==> config.mk <==
export PLATFORM = sky130hd
export DESIGN_NAME = timing_seq_flat
export DESIGN_NICKNAME = d
export VERILOG_FILES = /design/src/rtl/timing_pkg.sv /design/src/rtl/timing_seq_if.sv /design/src/rtl/timing_ring.sv /design/src/rtl/timing_seq.sv /design/src/flat_wrapper.sv
export SDC_FILE = /design/constraint.sdc
export NUM_CORES = 1
export LEC_CHECK = 0
export ABC_AREA = 1
export CORE_MARGIN = 2
export CORE_UTILIZATION = 32
export CTS_CLUSTER_DIAMETER = 60
export DETAILED_ROUTE_END_ITERATION = 10
export SLEW_MARGIN = 30
export SYNTH_ARGS = -nofsm -noshare
export SYNTH_HDL_FRONTEND = slang
export SYNTH_SLANG_ARGS = --single-unit
==> constraint.sdc <==
create_clock -name clk -period 1.45 [get_ports clk]
set_input_delay 0.29 -clock clk [delete_from_list [all_inputs] [get_ports clk]]
set_output_delay 0.29 -clock clk [all_outputs]
set_load 0.01 [all_outputs]
==> src/rtl/timing_pkg.sv <==
// Shared types and helpers for the two-level T/M timing sequencer.
package timing_pkg;

    typedef enum logic [1:0] {
        IDLE  = 2'd0,
        RUN   = 2'd1,
        PAUSE = 2'd2
    } state_t;

    // Index width for a one-hot vector of n strobes; never narrower than one bit.
    function automatic int idx_w(input int n);
        return (n < 3) ? 1 : $clog2(n);
    endfunction

    // Limit a requested last-index to the highest strobe that physically exists.
    function automatic logic [3:0] clamp_last(input logic [3:0] req, input logic [3:0] max_idx);
        return (req > max_idx) ? max_idx : req;
    endfunction

endpackage

==> src/rtl/timing_seq_if.sv <==
// Control/strobe bundle between the front-panel logic and the timing sequencer.
interface timing_seq_if #(
    parameter int T_WIDTH = 4,
    parameter int M_WIDTH = 3
);
    import timing_pkg::*;

    localparam int TL_W = idx_w(T_WIDTH);
    localparam int ML_W = idx_w(M_WIDTH);

    logic                run;
    logic                stop;
    logic                step_mode;
    logic                step;
    logic                wait_req;
    logic [TL_W-1:0]     t_last;
    logic [ML_W-1:0]     m_last;
    logic [T_WIDTH-1:0]  T;
    logic [M_WIDTH-1:0]  M;
    logic                beat_end;
    logic                inst_end;
    logic                running;

    modport master (
        output run, stop, step_mode, step, wait_req, t_last, m_last,
        input  T, M, beat_end, inst_end, running
    );

    modport slave (
        input  run, stop, step_mode, step, wait_req, t_last, m_last,
        output T, M, beat_end, inst_end, running
    );

endinterface

==> src/rtl/timing_ring.sv <==
// One-hot rotating ring: load puts the token on bit 0, clear empties the ring,
// enable advances the token and wraps to bit 0 once the last index is reached.
module timing_ring
    import timing_pkg::*;
#(
    parameter int WIDTH = 4,
    parameter int IW    = idx_w(WIDTH)
) (
    input  logic             clk,
    input  logic             clrn,
    input  logic             load,
    input  logic             clr,
    input  logic             en,
    input  logic [IW-1:0]    last,
    output logic [WIDTH-1:0] q,
    output logic             at_last
);

    logic [IW-1:0] idx;

    // Encode the token position; an index at or past 'last' counts as last so a
    // shrunk length wraps cleanly on the next advance.
    always_comb begin
        idx = '0;
        for (int i = 0; i < WIDTH; i++) begin
            if (q[i]) idx = i[IW-1:0];
        end
        at_last = (|q) && (idx >= last);
    end

    // Token register: load beats clear beats advance.
    always_ff @(posedge clk or negedge clrn) begin
        // NOTE: state registers use non-blocking assignments so every flop samples pre-edge values.
        if (!clrn)        q <= '0;
        else if (load)    q <= WIDTH'(1);
        else if (clr)     q <= '0;
        else if (en)      q <= at_last ? WIDTH'(1) : {q[WIDTH-2:0], q[WIDTH-1]};
    end

endmodule

==> src/rtl/timing_seq.sv <==
// Two-level machine-cycle/beat sequencer with programmable lengths, wait
// states, graceful stop at instruction end and single-instruction stepping.
module timing_seq
    import timing_pkg::*;
#(
    parameter int T_WIDTH = 4,
    parameter int M_WIDTH = 3
) (
    input  logic         clk,
    input  logic         clrn,
    timing_seq_if.slave  bus
);

    localparam int TL_W = idx_w(T_WIDTH);
    localparam int ML_W = idx_w(M_WIDTH);

    state_t              state_q, state_d;
    logic                stop_pend_q, stop_pend_d;
    logic                ring_load, ring_clr, t_en, m_en;
    logic [TL_W-1:0]     eff_t;
    logic [ML_W-1:0]     eff_m;
    logic [T_WIDTH-1:0]  t_q;
    logic [M_WIDTH-1:0]  m_q;
    logic                t_at_last, m_at_last;
    logic                beat_end_w, inst_end_w;

    assign eff_t = TL_W'(clamp_last(4'(bus.t_last), 4'(T_WIDTH - 1)));
    assign eff_m = ML_W'(clamp_last(4'(bus.m_last), 4'(M_WIDTH - 1)));

    assign beat_end_w = (state_q == RUN) && !bus.wait_req && t_at_last;
    assign inst_end_w = beat_end_w && m_at_last;

    timing_ring #(.WIDTH(T_WIDTH)) u_t_ring (
        .clk(clk), .clrn(clrn), .load(ring_load), .clr(ring_clr),
        .en(t_en), .last(eff_t), .q(t_q), .at_last(t_at_last)
    );

    timing_ring #(.WIDTH(M_WIDTH)) u_m_ring (
        .clk(clk), .clrn(clrn), .load(ring_load), .clr(ring_clr),
        .en(m_en), .last(eff_m), .q(m_q), .at_last(m_at_last)
    );

    // Sequencer state and the latched stop request.
    always_ff @(posedge clk or negedge clrn) begin
        if (!clrn) begin
            state_q     <= IDLE;
            stop_pend_q <= 1'b0;
        end else begin
            state_q     <= state_d;
            stop_pend_q <= stop_pend_d;
        end
    end

    // Next state and ring controls; stop/step are only honoured at instruction end.
    always_comb begin
        // NOTE: every output gets a default first so no path leaves a latch behind.
        state_d     = state_q;
        stop_pend_d = stop_pend_q;
        ring_load   = 1'b0;
        ring_clr    = 1'b0;
        t_en        = 1'b0;
        m_en        = 1'b0;
        unique case (state_q)
            IDLE: begin
                if (bus.run) begin
                    state_d     = RUN;
                    ring_load   = 1'b1;
                    stop_pend_d = bus.stop;
                end
            end
            RUN: begin
                t_en = !bus.wait_req;
                m_en = !bus.wait_req && t_at_last;
                if (inst_end_w) begin
                    if (stop_pend_q || bus.stop) begin
                        state_d     = IDLE;
                        ring_clr    = 1'b1;
                        stop_pend_d = 1'b0;
                    end else if (bus.step_mode) begin
                        state_d  = PAUSE;
                        ring_clr = 1'b1;
                    end
                end else if (bus.stop) begin
                    stop_pend_d = 1'b1;
                end
            end
            PAUSE: begin
                if (bus.stop) begin
                    state_d = IDLE;
                end else if (bus.step || (!bus.step_mode && bus.run)) begin
                    state_d   = RUN;
                    ring_load = 1'b1;
                end
            end
            default: state_d = IDLE;
        endcase
    end

    assign bus.T        = t_q;
    assign bus.M        = m_q;
    assign bus.beat_end = beat_end_w;
    assign bus.inst_end = inst_end_w;
    assign bus.running  = (state_q == RUN);

endmodule

==> src/flat_wrapper.sv <==
// flat-port wrapper written by rule: the top's interface ports become plain ports
module timing_seq_flat import timing_pkg::*;
#(
    parameter int T_WIDTH = 4,
    parameter int M_WIDTH = 3
)
  (clk, clrn, bus_run, bus_stop, bus_step_mode, bus_step, bus_wait_req, bus_t_last, bus_m_last, bus_T, bus_M, bus_beat_end, bus_inst_end, bus_running);
  timing_seq_if #(.T_WIDTH(T_WIDTH), .M_WIDTH(M_WIDTH)) bus_i ();
  input  logic clk;
  input  logic clrn;
  input wire logic [$bits(bus_i.run)-1:0] bus_run;
  input wire logic [$bits(bus_i.stop)-1:0] bus_stop;
  input wire logic [$bits(bus_i.step_mode)-1:0] bus_step_mode;
  input wire logic [$bits(bus_i.step)-1:0] bus_step;
  input wire logic [$bits(bus_i.wait_req)-1:0] bus_wait_req;
  input wire logic [$bits(bus_i.t_last)-1:0] bus_t_last;
  input wire logic [$bits(bus_i.m_last)-1:0] bus_m_last;
  output wire logic [$bits(bus_i.T)-1:0] bus_T;
  output wire logic [$bits(bus_i.M)-1:0] bus_M;
  output wire logic [$bits(bus_i.beat_end)-1:0] bus_beat_end;
  output wire logic [$bits(bus_i.inst_end)-1:0] bus_inst_end;
  output wire logic [$bits(bus_i.running)-1:0] bus_running;
  assign bus_i.run = bus_run;
  assign bus_i.stop = bus_stop;
  assign bus_i.step_mode = bus_step_mode;
  assign bus_i.step = bus_step;
  assign bus_i.wait_req = bus_wait_req;
  assign bus_i.t_last = bus_t_last;
  assign bus_i.m_last = bus_m_last;
  assign bus_T = bus_i.T;
  assign bus_M = bus_i.M;
  assign bus_beat_end = bus_i.beat_end;
  assign bus_inst_end = bus_i.inst_end;
  assign bus_running = bus_i.running;
  timing_seq #(.T_WIDTH(T_WIDTH), .M_WIDTH(M_WIDTH)) u_core (.clk(clk), .clrn(clrn), .bus(bus_i));
endmodule
# After elaboration in Yosys (flattened, before gate mapping)
# Index checks and enable logic that the tools add are counted.
# word_totals
n_memories,0
wordCells,70
ramBits,0
regBits,10
inputBits,11
latchBits,0
output_inout_bits,10
romBits,0
# op_classes
n_eq_ne,8
shifts,0
mul,0
mux,36
n_reduce_logical,19
n_div,0
order_cmp,3
n_bitwise,0
n_addsub,0
# ops
cell,n
$mux W2,10
$mux W4,4
$mux W1,15
$mux W3,4
$ne A3 B2 Y1 const B,3
$reduce_and A4 Y1,2
$logic_and A1 B1 Y1,7
$pmux W2 S3,1
$reduce_bool A3 Y1,2
$ge A2 B2 Y1,2
$ne A2 B2 Y1 const B,2
$pmux W1 S2,2
$reduce_or A4 Y1,1
$ne A3 B3 Y1 const B,1
$reduce_or A3 Y1,1
$eq A2 B1 Y1 const B,1
$eq A2 B2 Y1 const B,1
$gt A2 B2 Y1 const B,1
$logic_not A1 Y1,2
$logic_not A2 Y1,1
$logic_or A1 B1 Y1,2
$reduce_bool A2 Y1,1

# Longest topological paths before layout
# depth
word_depth,11
mapped_depth,11

# By module
# From an unflattened synthesis, not the netlist that was laid out.
# hier_totals
hier_cells,117
hier_area_um2,800.8
# modules_own_cells
module,seq_area_each_um2,area_per_inst_um2,n_inst,cells_per_inst
timing_seq,75.1,290.3,1,47
timing_ring at u_core.u_t_ring,100.1,280.3,1,39
timing_ring at u_core.u_m_ring,75.1,230.2,1,31

# Worst setup path before layout
# No wires, ideal clock.
# synth_path
kind,register to register
from,register u_core.u_t_ring.q[2]
to,register u_core.u_t_ring.q[0]
setup_time_ns,0.126
t_arrival_ns,1.476
path_slack_ns,-0.152
path_stages_with_launch,11
path_buffers,0
cell_sequence,dfrtp_1 > nor2_1 > inv_1 > ha_1 > nand2_1 > nand3_1 > nand3_4 > nor2_4 > nand2_1 > nand2_1 > nand3_1
# synth_between
elab_chain_len,10
elab_cells_between_ends,14
classes_between,order compare (1); mux (8); reduce/logical (5)
# synth_rtl
element,line,rtl
"start, declared",timing_ring.sv:15,"output logic [WIDTH-1:0] q,"
"start signal, assigned",timing_ring.sv:37,"else if (en) q <= at_last ? WIDTH'(1) : {q[WIDTH-2:0], q[WIDTH-1]};"
$mux W2 (2 in series),timing_ring.sv:26,if (q[i]) idx = i[IW-1:0];
$ge A2 B2 Y1,timing_ring.sv:28,at_last = (|q) && (idx >= last);
$logic_and A1 B1 Y1 (*),timing_ring.sv:28,
$logic_and A1 B1 Y1 (*),timing_seq.sv:30,assign beat_end_w = (state_q == RUN) && !bus.wait_req && t_at_last;
$logic_and A1 B1 Y1 (*),timing_seq.sv:31,assign inst_end_w = beat_end_w && m_at_last;
named net bus_inst_end,flat_wrapper.sv:21,output wire logic [$bits(bus_i.inst_end)-1:0] bus_inst_end;
$mux W1 (*),timing_seq.sv:74,if (inst_end_w) begin
$mux W1 (*),timing_seq.sv:63,unique case (state_q)
$mux W4,timing_ring.sv:36,else if (clr) q <= '0;
$mux W4,timing_ring.sv:35,else if (load) q <= WIDTH'(1);
# Mark *: on every way through the listed nets, which the timed path passes. The rest lies on a longest branch. The select of a mux whose other input is x is not followed.
# A chain may end at the register's enable or synchronous reset.

# Final worst setup path
# layout_path
from,register u_core.u_t_ring.q[3]
to,output bus_inst_end
# layout_between
elab_chain_len,5
elab_cells_between_ends,6
classes_between,order compare (1); mux (1); reduce/logical (4)
# layout_rtl
element,line
$mux W2,timing_ring.sv:26
$ge A2 B2 Y1,timing_ring.sv:28
$logic_and A1 B1 Y1 (*),timing_ring.sv:28
$logic_and A1 B1 Y1 (*),timing_seq.sv:30
$logic_and A1 B1 Y1 (*),timing_seq.sv:31
"end, declared",flat_wrapper.sv:21
# Every way passes the cells marked *; elsewhere a longest branch is shown, timed or not.

==> key figures <==
Status
  – Run status: finished, violations left
  – Violated checks: setup timing

Cells and area
  – Fill cell count: 178
  – Most frequent cells in the layout: buf_4, nand2_1, inv_1
  – Most frequent standard cell in the layout excluding fill and tap cells: buf_4
  – Proportion of layout cells with a drive suffix above 1: 0.4026
  – ANT cells: 0
  – Relative area change from synthesis to final layout: 81.43%
  – Multi-input gate area in the final layout: 434.2 sq um
  – Post-layout util: 0.6287
  – # nets final: 171
  – Total area of sequential cells: 250.2 sq um

Floorplanning
  – Count of pins on the block boundary: 21
  – Number of placement rows: 16
  – Initial standard-cell utilization of the core: 0.3465
  – Core area: 0.002022 sq mm
  – Width of the chip: 50.80 microns
  – Full die area: 0.002580 sq mm
  – Height of the die: 50.80 microns

Drt
  – Routed wire per std cell: 11.17 microns
  – Vias: 809
  – Average vias per placed instance: 4.470
  – Number of DRC violations after detailed routing: 0
  – First-pass DRT Iterations: 4
  – Antenna Nets Post-Route: 0
  – Number of design-rule violations left by the first detailed-router iteration: 11
  – Wire length reported by the detailed router: 2022 microns

Global route
  – Number of antenna violations at the first check in global routing: 0
  – Vias in the first global route: 802
  – Global-route wire length before repair: 3443 microns
  – GRT Max-Usage Layer: met2
  – Leftover overflow at the end of global routing: 0
  – Maximum number of pins on one net before global-route repair: 11
  – GR Util met3: 0.02083
  – Global Route met1 Usage: 0.2312
  – Overall routing resource usage: 0.1786
  – Met2 demand-to-capacity share in global routing: 0.3026

Setup path
  – Type of destination of the critical path: primary output
  – Worst path bufs/invs: 2
  – Worst flop-to-flop path endpoint: u_core.u_m_ring.q[0]
  – R2R depth: 13
  – Register-to-register setup slack: -0.37 ns
  – Delay of the slowest cell on the worst path: 0.40 ns
  – Critical path data arrival time: 1.61 ns
  – Cells along the critical path: nor2_2 -> inv_2 -> ha_4 -> nand2_1 -> nand3_2 -> nand3_4 -> nor2_4 -> buf_6
  – Worst Path Required: 1.16 ns
  – Reg2reg start: u_core.u_t_ring.q[3]
  – Slowest cell on the critical path: dfrtp_1
  – Critical path start-end classification: register to primary output
  – Maximum fanout encountered on the critical timing path: 4
  – CP Launch Type: register
  – Family with the most delay on the worst path: simple AND/OR/NAND/NOR gates

STA
  – Final worst path period need: 1.900 ns
  – Setup-failing EPs final: 12
  – Least setup slack across all paths after layout: -0.4504 ns
  – Part of the cycle the worst path needs: 1.311
  – Setup clock skew after layout: 0.01381 ns
  – Relative slew slack: 0.6720
  – Max Transition Viols Final: 0
  – RSZ-0062 raised after global routing: yes
  – Fin. Hold Viols: 0
  – Maximum operating frequency: 526.2 MHz
  – Transition time of the tightest slew-check pin: 0.4905 ns

Yosys
  – Area fraction in compound gates after synthesis: 0.1214
  – Share of synthesized area spent on multiplexers: 0
  – Post-synthesis cell count: 97
  – Net Count, Synth: 112
  – Sequential fraction of the synthesis area: 0.3571
  – Count of cell types in the netlist: 19
  – Xor/xnor share of the synthesized area: 0
  – Synthesized cell area: 700.7 sq um
  – Post-synthesis register bit count: 10
  – Simple-Gate Fraction of Synth Area: 0.3375
  – Mapped Avg Cell Area: 7.223 sq um
  – Share of synthesized cell area in full adder, half adder and majority cells: 0.07143
  – Largest family of logic cells by synthesized area: simple AND/OR/NAND/NOR gates
  – Number of synthesis warnings: 0

CTS
  – Clock latency of the later-clocked register in the worst-skew pair: 0.27 ns
  – Clock transition at the registers of the reported paths: 0.08 ns
  – H-tree Lvls: 1
  – Total CTS buffers: 3
  – Root buffer cell: clkbuf_4
  – TritonCTS Sinks: 10
  – TritonCTS clock tree: built
  – Number of buffers inserted by hold repair at cts: 0
  – Maximum buffer depth of the clock tree: 2

Placement
  – Detailed placement HPWL: 1403 microns
  – Worst-case setup slack after placement: -0.8450 ns
  – RePlAce Congestion: 0.8366
  – Port bufs: 20

Power and ir drop
  – Static Leakage: 0.6676 nW
  – Overall power after layout: 0.002616 W
  – Pwr/cell area: 2058 mW/mm^2
  – Max rail drop VDD: 1.219 mV

Run
  – # Max-Cap Violations: 0

Min path
  – Hold/Removal Path Class: input port to async pin
[cells in the mapped netlist]
cell type	number	share of area
inv_1	20	0.11
nand3_1	9	0.064
nand2_1	23	0.12
nand3b_1	2	0.021
ha_1	4	0.071
nor3_1	1	0.0071
o211ai_1	1	0.011
o21ai_0	2	0.014
nand3_4	1	0.025
or2_4	1	0.013
dfrtp_1	10	0.36
nor2_1	8	0.043
o21bai_1	2	0.021
o21ai_1	2	0.014
nor2_4	2	0.032
o21ai_2	2	0.025
inv_2	1	0.0054
nand2_2	1	0.0089
a21oi_1	5	0.036
[how the worst max path moves through the flow]
stage,start,to,depth (start not counted)
after detailed placement,bus_t_last[1],bus_inst_end,8
after CTS,u_core.u_t_ring.q[2],bus_inst_end,8
after global placement,bus_t_last[1],bus_inst_end,8
final,u_core.u_t_ring.q[3],bus_inst_end,8
after floorplan,u_core.u_t_ring.q[3],u_core.u_t_ring.q[0],10
after global routing,u_core.u_t_ring.q[3],bus_inst_end,8
[logic make-up after synthesis]
| logic type | Yosys count |
|---|---|
| AND/OR/NAND/NOR | 48 |
| flip-flops | 10 |
| buffers and inverters | 21 |
| adder cells (fa/ha/maj) | 4 |
| AO/OA/AOI/OAI | 14 |
[layout make-up]
class,count,share of cell area
Sequential cell,10,0.1969
Timing Repair Buffer,54,0.3553
Tap cell,27,0.02657
Clock buffer,3,0.01772
Inverter,21,0.06201
Multi-Input combinational cell,66,0.3415
[registers in the layout, indices dropped and copies added, names as in the netlist]
signal / flops
u_core.state_q: 2
u_core.stop_pend_q: 1
u_core.u_t_ring.q: 4
u_core.u_m_ring.q: 3
[report_power, final]
group / switching [W] / leakage (nW) / internal (W)
Combinational: 0.000915 / 0.528 / 0.00104
Clock: 0.000104 / 0.0138 / 0.0000959
Sequential: 0.0000768 / 0.125 / 0.000388
[what timing repair did]
item                       CTS  global route
buffers inserted             5             3
resized for setup           31            10
pin swaps                   10             2
setup endpoints to repair   20            14
[layer usage]
metal  share of wire  wire length, microns  vias up
li1                -                     -      421
met1            0.43                   871      367
met2            0.52                  1046       17
met3           0.038                    76        4
met4           0.013                    27        0
met5               0                     0        -
[per-stage QoR]
stage	cells	TNS [ns]	hold slack [ns]	cell area, sq um
after floorplan	97	-0.9333	-0.005591	705.7
after global placement	171	-5.282	0.4570	1142
after detailed placement	171	-5.605	0.4676	1142
after CTS	179	-2.689	0.3533	1225
after global routing	181	-4.496	0.3681	1271
final	181	-3.222	0.3430	1271
No activity file was read; power rests on OpenSTA's default activity.
